<file path="src/rtl/fetch_issue_unit.sv">
// rtl/fetch_issue_unit.sv - instruction fetch and issue stage for the basic CPU
//
// Fetches 16-bit instructions over a req/ack handshake, holds them in an
// instruction register for the control decoder, and selects the next PC from
// the decoder's branch result when the instruction retires.
//
// Optional feature: define FETCH_TIMEOUT_EN to bound the FETCH wait to
// TIMEOUT_CYCLES cycles; on expiry the unit parks in ERROR with fetch_err=1.
// Without the macro FETCH waits indefinitely and fetch_err is tied to 0.
//
// Ports:
//   clk, rst_n                  clock, asynchronous active-low reset
//   imem_req, imem_addr         fetch request / address (address = current PC)
//   imem_ack, imem_rdata        memory acknowledge / instruction word
//   instr, opcode, pc_out       instruction register, its opcode and address
//   instr_valid                 instr/opcode valid for the downstream stage
//   stall                       downstream cannot retire this instruction
//   branch, branch_cond         decoder branch flag and datapath condition
//   branch_target               next PC when the branch is taken
//   halted                      HALT_OPCODE has retired
//   fetch_err                   fetch timeout (FETCH_TIMEOUT_EN only)

module fetch_issue_unit #(
    parameter int                  PC_WIDTH       = 16,
    parameter logic [PC_WIDTH-1:0] RESET_PC       = '0,
    parameter logic [3:0]          HALT_OPCODE    = 4'b1111,
    parameter int                  TIMEOUT_CYCLES = 15
) (
    input  logic                clk,
    input  logic                rst_n,
    output logic                imem_req,
    output logic [PC_WIDTH-1:0] imem_addr,
    input  logic                imem_ack,
    input  logic [15:0]         imem_rdata,
    output logic [15:0]         instr,
    output logic [3:0]          opcode,
    output logic [PC_WIDTH-1:0] pc_out,
    output logic                instr_valid,
    input  logic                stall,
    input  logic                branch,
    input  logic                branch_cond,
    input  logic [PC_WIDTH-1:0] branch_target,
    output logic                halted,
    output logic                fetch_err
);

    if (TIMEOUT_CYCLES < 1) begin : g_bad_timeout
        $error("TIMEOUT_CYCLES must be at least 1");
    end

    typedef enum logic [2:0] {
        S_IDLE,
        S_FETCH,
        S_ISSUE,
`ifdef FETCH_TIMEOUT_EN
        S_ERROR,
`endif
        S_HALT
    } state_t;

    state_t              state, state_next;
    logic [PC_WIDTH-1:0] pc, pc_next;
    logic                load_instr;

`ifdef FETCH_TIMEOUT_EN
    localparam int TW = $clog2(TIMEOUT_CYCLES + 1);
    logic [TW-1:0] tcnt;
    logic          tlimit;

    // tcnt counts completed FETCH cycles without ack; the limit is reached on
    // the TIMEOUT_CYCLES-th such cycle, and an ack on that same cycle wins.
    assign tlimit = (tcnt == TW'(TIMEOUT_CYCLES - 1));

    always_ff @(posedge clk or negedge rst_n) begin
        if (!rst_n) begin
            tcnt <= '0;
        end else if (state != S_FETCH) begin
            tcnt <= '0;
        end else if (!imem_ack) begin
            tcnt <= tcnt + TW'(1);
        end
    end
`endif

    always_ff @(posedge clk or negedge rst_n) begin
        if (!rst_n) begin
            state  <= S_IDLE;
            pc     <= RESET_PC;
            instr  <= 16'h0000;
            pc_out <= '0;
        end else begin
            state <= state_next;
            pc    <= pc_next;
            if (load_instr) begin
                instr  <= imem_rdata;
                pc_out <= pc;
            end
        end
    end

    always_comb begin
        state_next = state;
        pc_next    = pc;
        load_instr = 1'b0;
        case (state)
            S_IDLE: begin
                state_next = S_FETCH;
            end
            S_FETCH: begin
                if (imem_ack) begin
                    load_instr = 1'b1;
                    state_next = S_ISSUE;
                end
`ifdef FETCH_TIMEOUT_EN
                else if (tlimit) begin
                    state_next = S_ERROR;
                end
`endif
            end
            S_ISSUE: begin
                // Branch inputs are only looked at on the retiring cycle.
                if (!stall) begin
                    if (instr[15:12] == HALT_OPCODE) begin
                        state_next = S_HALT;
                    end else begin
                        state_next = S_FETCH;
                        if (branch && branch_cond) begin
                            pc_next = {branch_target[PC_WIDTH-1:1], 1'b0};
                        end else begin
                            pc_next = pc + PC_WIDTH'(2);
                        end
                    end
                end
            end
            S_HALT: begin
                state_next = S_HALT;
            end
`ifdef FETCH_TIMEOUT_EN
            S_ERROR: begin
                state_next = S_ERROR;
            end
`endif
            default: begin
                state_next = S_IDLE;
            end
        endcase
    end

    // Outputs decode straight from state so an asynchronous reset drops
    // imem_req and instr_valid immediately.
    assign imem_req    = (state == S_FETCH);
    assign imem_addr   = pc;
    assign opcode      = instr[15:12];
    assign instr_valid = (state == S_ISSUE);
    assign halted      = (state == S_HALT);
`ifdef FETCH_TIMEOUT_EN
    assign fetch_err   = (state == S_ERROR);
`else
    assign fetch_err   = 1'b0;
`endif

endmodule
</file>
<file path="config.mk">
export PLATFORM = sky130hd
export DESIGN_NAME = fetch_issue_unit
export DESIGN_NICKNAME = d
export VERILOG_FILES = /design/src/rtl/fetch_issue_unit.sv
export SDC_FILE = /design/constraint.sdc
export NUM_CORES = 1
export LEC_CHECK = 0
export BUFFER_PORTS_ARGS = -buffer_cell sky130_fd_sc_hd__buf_2
export CAP_MARGIN = 10
export CELL_PAD_IN_SITES_DETAIL_PLACEMENT = 1
export CELL_PAD_IN_SITES_GLOBAL_PLACEMENT = 1
export CORE_MARGIN = 2
export CORE_UTILIZATION = 33
export CTS_CLUSTER_SIZE = 30
export DETAILED_ROUTE_END_ITERATION = 12
export PLACE_DENSITY = 0.82
export SETUP_SLACK_MARGIN = 0.5
export SYNTH_ARGS = -nofsm -noshare
export SYNTH_HDL_FRONTEND = slang
export SYNTH_SLANG_ARGS = --single-unit
</file>
<file path="constraint.sdc">
create_clock -name clk -period 1.4 [get_ports clk]
set_input_delay 0.21 -clock clk [delete_from_list [all_inputs] [get_ports clk]]
set_output_delay 0.21 -clock clk [all_outputs]
set_load 0.005 [all_outputs]
</file>
# --- Yosys cells after proc, flatten, opt, wreduce, memory -nomap -nowiden ---
# Cells that the tools add are included.
word_totals:
  register_bits: 51
  in_bits: 38
  out_inout_bits: 56
  word_cells: 24
classes:
  add_sub_neg: 1
  n_eq_ne: 6
  mux: 7
  n_bitwise: 2
  reduce_logical: 4
ops:
  columns: ["cell", "n"]
  rows:
  - ["16-bit by 2-bit adder with 16-bit output, second input constant", 1]
  - ["16-bit two-way mux", 1]
  - ["3-bit one-hot mux with 4 select lines", 1]
  - ["3-bit by 2-bit == test with 1-bit output, second input constant", 2]
  - ["3-bit two-way mux", 2]
  - ["4-bit == test, second input constant", 1]
  - ["3-bit by 1-bit == test with 1-bit output, second input constant", 1]
  - ["3-bit zero test", 1]
  - ["3-bit AND reduction", 1]
  - ["1-bit two-way mux", 2]
  - ["2-bit two-way mux", 1]
  - ["2-bit by 1-bit inequality test with 1-bit output, second input constant", 1]
  - ["2-bit inequality test, second input constant", 1]
  - ["1-bit NOT", 2]
  - ["2-bit AND reduction", 1]
  - ["1-bit logical AND", 1]

# --- Logic depth before layout (Yosys ltp) ---
depth:
  ltp_word: 4
  ltp_mapped: 5
  mapped_depth_nobuf: 5

# --- Worst setup path after synthesis ---
# Ideal clock, no wire load.
synth_timing:
  kind: "register -> register"
  startpoint: "register pc[1] (netlist: imem_addr[1])"
  endpoint: "register pc[9] (netlist: imem_addr[9])"
  setup_ns: 0.124
  arrival_time_ns: 1.370
  required_time_ns: 1.276
  slack_ns: -0.094
  path_stages_with_launch: 6
  synth_period_minus_slack_ns: 1.494
  path_cell_list: "dfrtp_1 ha_1 and4_1 nand3_1 o22a_1 a2bb2oi_1"
synth_between:
  elab_chain_cells: 2
synth_rtl:
  columns: ["item", "line_no", "source"]
  rows:
  - ["start, declared", "62", "logic [PC_WIDTH-1:0] pc, pc_next;"]
  - ["start signal, assigned", "93", "pc <= pc_next;"]
  - ["16-bit by 2-bit adder with 16-bit output", "130", "pc_next = pc + PC_WIDTH'(2);"]
  - ["16-bit two-way mux", "127", "if (branch && branch_cond) begin"]
# Every way passes these cells.
# A chain may end at the register's enable or synchronous reset.

# --- Final worst setup path ---
layout_timing:
  startpoint: "register pc[1] (netlist: imem_addr[1])"
  endpoint: "register pc[15] (netlist: imem_addr[15])"
# Same word-level chain as after synthesis.

==> flow_summary.yaml <==
status:
  outcome: "finished, violations left"
  violations: "setup timing"
route:
  wire_per_inst_um: 20.0
  drc_errors: 0
  vias: 2338
  viasPerCell: 5.35
  drtIter0Drc: 69
  drt_first_pass_iters: 4
  wl_um: 8750
  final_antenna_net_count: 0
sta:
  setup_viol: 47
  maxSlewViolCount: 0
  slew-limit-headroom: 0.659
  setup-tns-final_ns: -2.68
  period_minus_slack_ns: 1.59
  clock_skew_ns: 0.00967
  min_period_over_period: 1.13
  finalHoldViolations: 0
  max_freq_ghz: 0.631
  setup_slack_ns: -0.185
  tightest_slew_ns: 0.511
  rsz0062_at_grt: "true"
synth:
  ys_types: 44
  syn_avg_cell_area_um2: 11.9
  synth-seq-cells: 48
  syn_area_mm2: 0.00229
  netlist_instances: 193
  ys_seq_area_frac: 0.523
  synth_warnings: 0
pwr:
  sequentialPowerShare: 0.304
  power_switching_mw: 2.72
  p_comb_frac: 0.561
  ir_drop_uv: 699
  cellPowerDensity_mw_per_mm2: 2030
  p_sw_frac: 0.336
  total_power_mw: 8.10
  p_leak_nw: 1.92
  clkPwrFrac: 0.134
  p_int_mw: 5.38
worst_setup_path:
  critPathKind: "reg2reg"
  slowest_stage: "dfrtp_2"
  endpoint_kind: "flop"
  crit_chain: "ha_2, buf_4, nand4_1, nor2_1, a41o_1, a21oi_2"
  start_kind: "flop"
  cp_slowest_stage_delay_ns: 0.43
  arrival_ns: 1.79
  cp.required_ns: 1.61
  crit_path_max_fanout: 4
finish:
  nets: 395
  final_cell_mix: "buf_2, buf_6, dfrtp_1, buf_4, mux2_2"
  diodes: 0
  final_common_cell: "buf_2"
  n_fill_cell: 729
  syn2layout_area_growth_pct: 73.6
  finish.utilization: 0.589
  layout-drive-gt1-share: 0.714
cts:
  cts_sinks: 48
  cts_made_buffers: 5
  cts_tree: "done"
  clk_path_buf_depth: 2
  htreeDepth: 2
  path_clk_slew_ns: 0.09
  clk-insertion-delay-late_ns: 0.31
  root_buffer: "clkbuf_8"
run:
  cap_violations: 0
global_route:
  gr-total-overflow: 0
  grt_pass1_wl_um: 12300
  grt_max_degree: 49
  grt_usage: 0.212
  grt_pass1_vias: 2384
  grt_antenna_before_repair: 0
place:
  port_buffers: 89
  dp_hpwl_um: 4960
  place_congestion: 0.820
floorplan:
  dieWidth_um: 87.4
  core_area_mm2: 0.00676
  rows: 30
  die_y_um: 87.4
  ios: 94
  start_util: 0.340
  die_area_mm2: 0.00764
min_path:
  hp-class: "in2reg"
## worst max-delay path, delay by kind of cell (launching register included)
family / cells / cell delay [ns]
buf+inv: 1 / 0.13
simple gates: 2 / 0.45
compound gates: 2 / 0.29
fa+ha+maj: 1 / 0.20
flops: 1 / 0.43
## timing repair
| action | CTS | global route |
|---|---|---|
| endpoints found under the setup margin | 101 | 101 |
| pin swaps | 8 | 3 |
| hold endpoints to repair | 48 | 0 |
| hold buffers | 1 | 0 |
| resized for setup | 64 | 21 |
| gates cloned | 3 | 1 |
| setup buffers | 21 | 14 |
## stage by stage
step	instance area, um^2	hold slack, ns	std cells	setup slack [ns]
2_1_floorplan	2350	-0.0856	195	-0.0352
3_3_place_gp	3120	0.220	389	-0.0726
3_5_place_dp	3120	0.219	389	-0.111
4_1_cts	3750	0.124	422	-0.0787
5_1_grt	3980	0.127	437	-0.214
6_report	3980	0.127	437	-0.185
## logic make-up (layout without fill, tap and decap cells)
group | count (synthesis) | after routing | share of synthesized area
flip-flops | 48 | 48 | 0.523
adder cells (fa/ha/maj) | 1 | 1 | 0.00545
other | 1 | 3 | 0.00163
multiplexers | 31 | 31 | 0.152
buffers and inverters | 16 | 178 | 0.0496
AO/OA/AOI/OAI | 47 | 47 | 0.144
AND/OR/NAND/NOR | 49 | 49 | 0.124
## flip-flops by register name, summed over array words and instances, names as in the netlist
name,count
imem_addr,15
state,2
instr,16
pc_out,15
## layout make-up
| cell class | count | area (um^2) | share of cell area |
|---|---|---|---|
| timing repair buffer | 169 | 1390 | 0.350 |
| sequential | 48 | 1210 | 0.303 |
| multi-input combinational | 131 | 1160 | 0.291 |
| tap | 80 | 100 | 0.0251 |
| clock buffer | 6 | 82.6 | 0.0207 |
| clock inverter | 2 | 38.8 | 0.00974 |
| inverter | 1 | 3.75 | 0.000943 |
## cell usage after synthesis, drive strengths merged
cell type	n	area [um^2]
nand4	2	12.5
o32ai	1	8.76
or4	1	11.3
buf	13	97.6
a41o	2	20.0
and3	1	7.51
a2bb2oi	8	76.3
conb	1	3.75
nor3	2	10.0
or3b	1	8.76
mux2	30	338
a311oi	1	8.76
a21boi	1	7.51
dfrtp	48	1200
clkbuf	1	3.75
nand3	8	57.6
nor2	10	37.5
ha	1	12.5
nor2b	1	8.76
and2b	1	7.51
o41ai	2	17.5
nor3b	1	12.5
a21oi	17	100
inv	1	3.75
and4	3	26.3
o22ai	6	37.5
a311o	1	10.0
nand2	14	57.6
o21ai	6	30.0
or3	1	6.26
dlygate4sd1	1	8.76
o22a	1	8.76
and2	2	12.5
a31oi	1	6.26
mux2i	1	10.0
nand3b	1	7.51
## per-layer routing
metal  global-route usage  share of wire  up-vias
met5                    0              0        -
met4               0.0615          0.022        0
met3               0.0483          0.055       20
met2                0.397           0.55       98
met1                0.239           0.38     1183
li1                     -              -     1037
## power groups by stage
stage | Clock [mW] | Sequential, mW | Combinational, mW
after detailed placement | 0 | 2.43 | 2.93
after CTS | 1.10 | 2.42 | 3.96
after global placement | 0 | 2.39 | 2.84
final | 1.09 | 2.47 | 4.54
after global routing | 1.15 | 2.54 | 4.86
after floorplan | 0 | 2.58 | 1.22
## final timing paths
path                       slack, ns  cells after the start                         to                      from
hold reg to reg                 0.51                      1      instr[11]$_DFFE_PN0P_     instr[11]$_DFFE_PN0P_
setup reg to reg               -0.19                      6  imem_addr[15]$_DFFE_PN0P_  imem_addr[1]$_DFFE_PN0P_
min in group asynchronous       0.43                      3       instr[1]$_DFFE_PN0P_                     rst_n
hold / removal                  0.13                      2      instr[11]$_DFFE_PN0P_            imem_rdata[11]
setup / recovery               -0.19                      6  imem_addr[15]$_DFFE_PN0P_  imem_addr[1]$_DFFE_PN0P_
max in group asynchronous       0.72                      3   imem_addr[6]$_DFFE_PN0P_                     rst_n
Power figures use the tool's default switching activity.
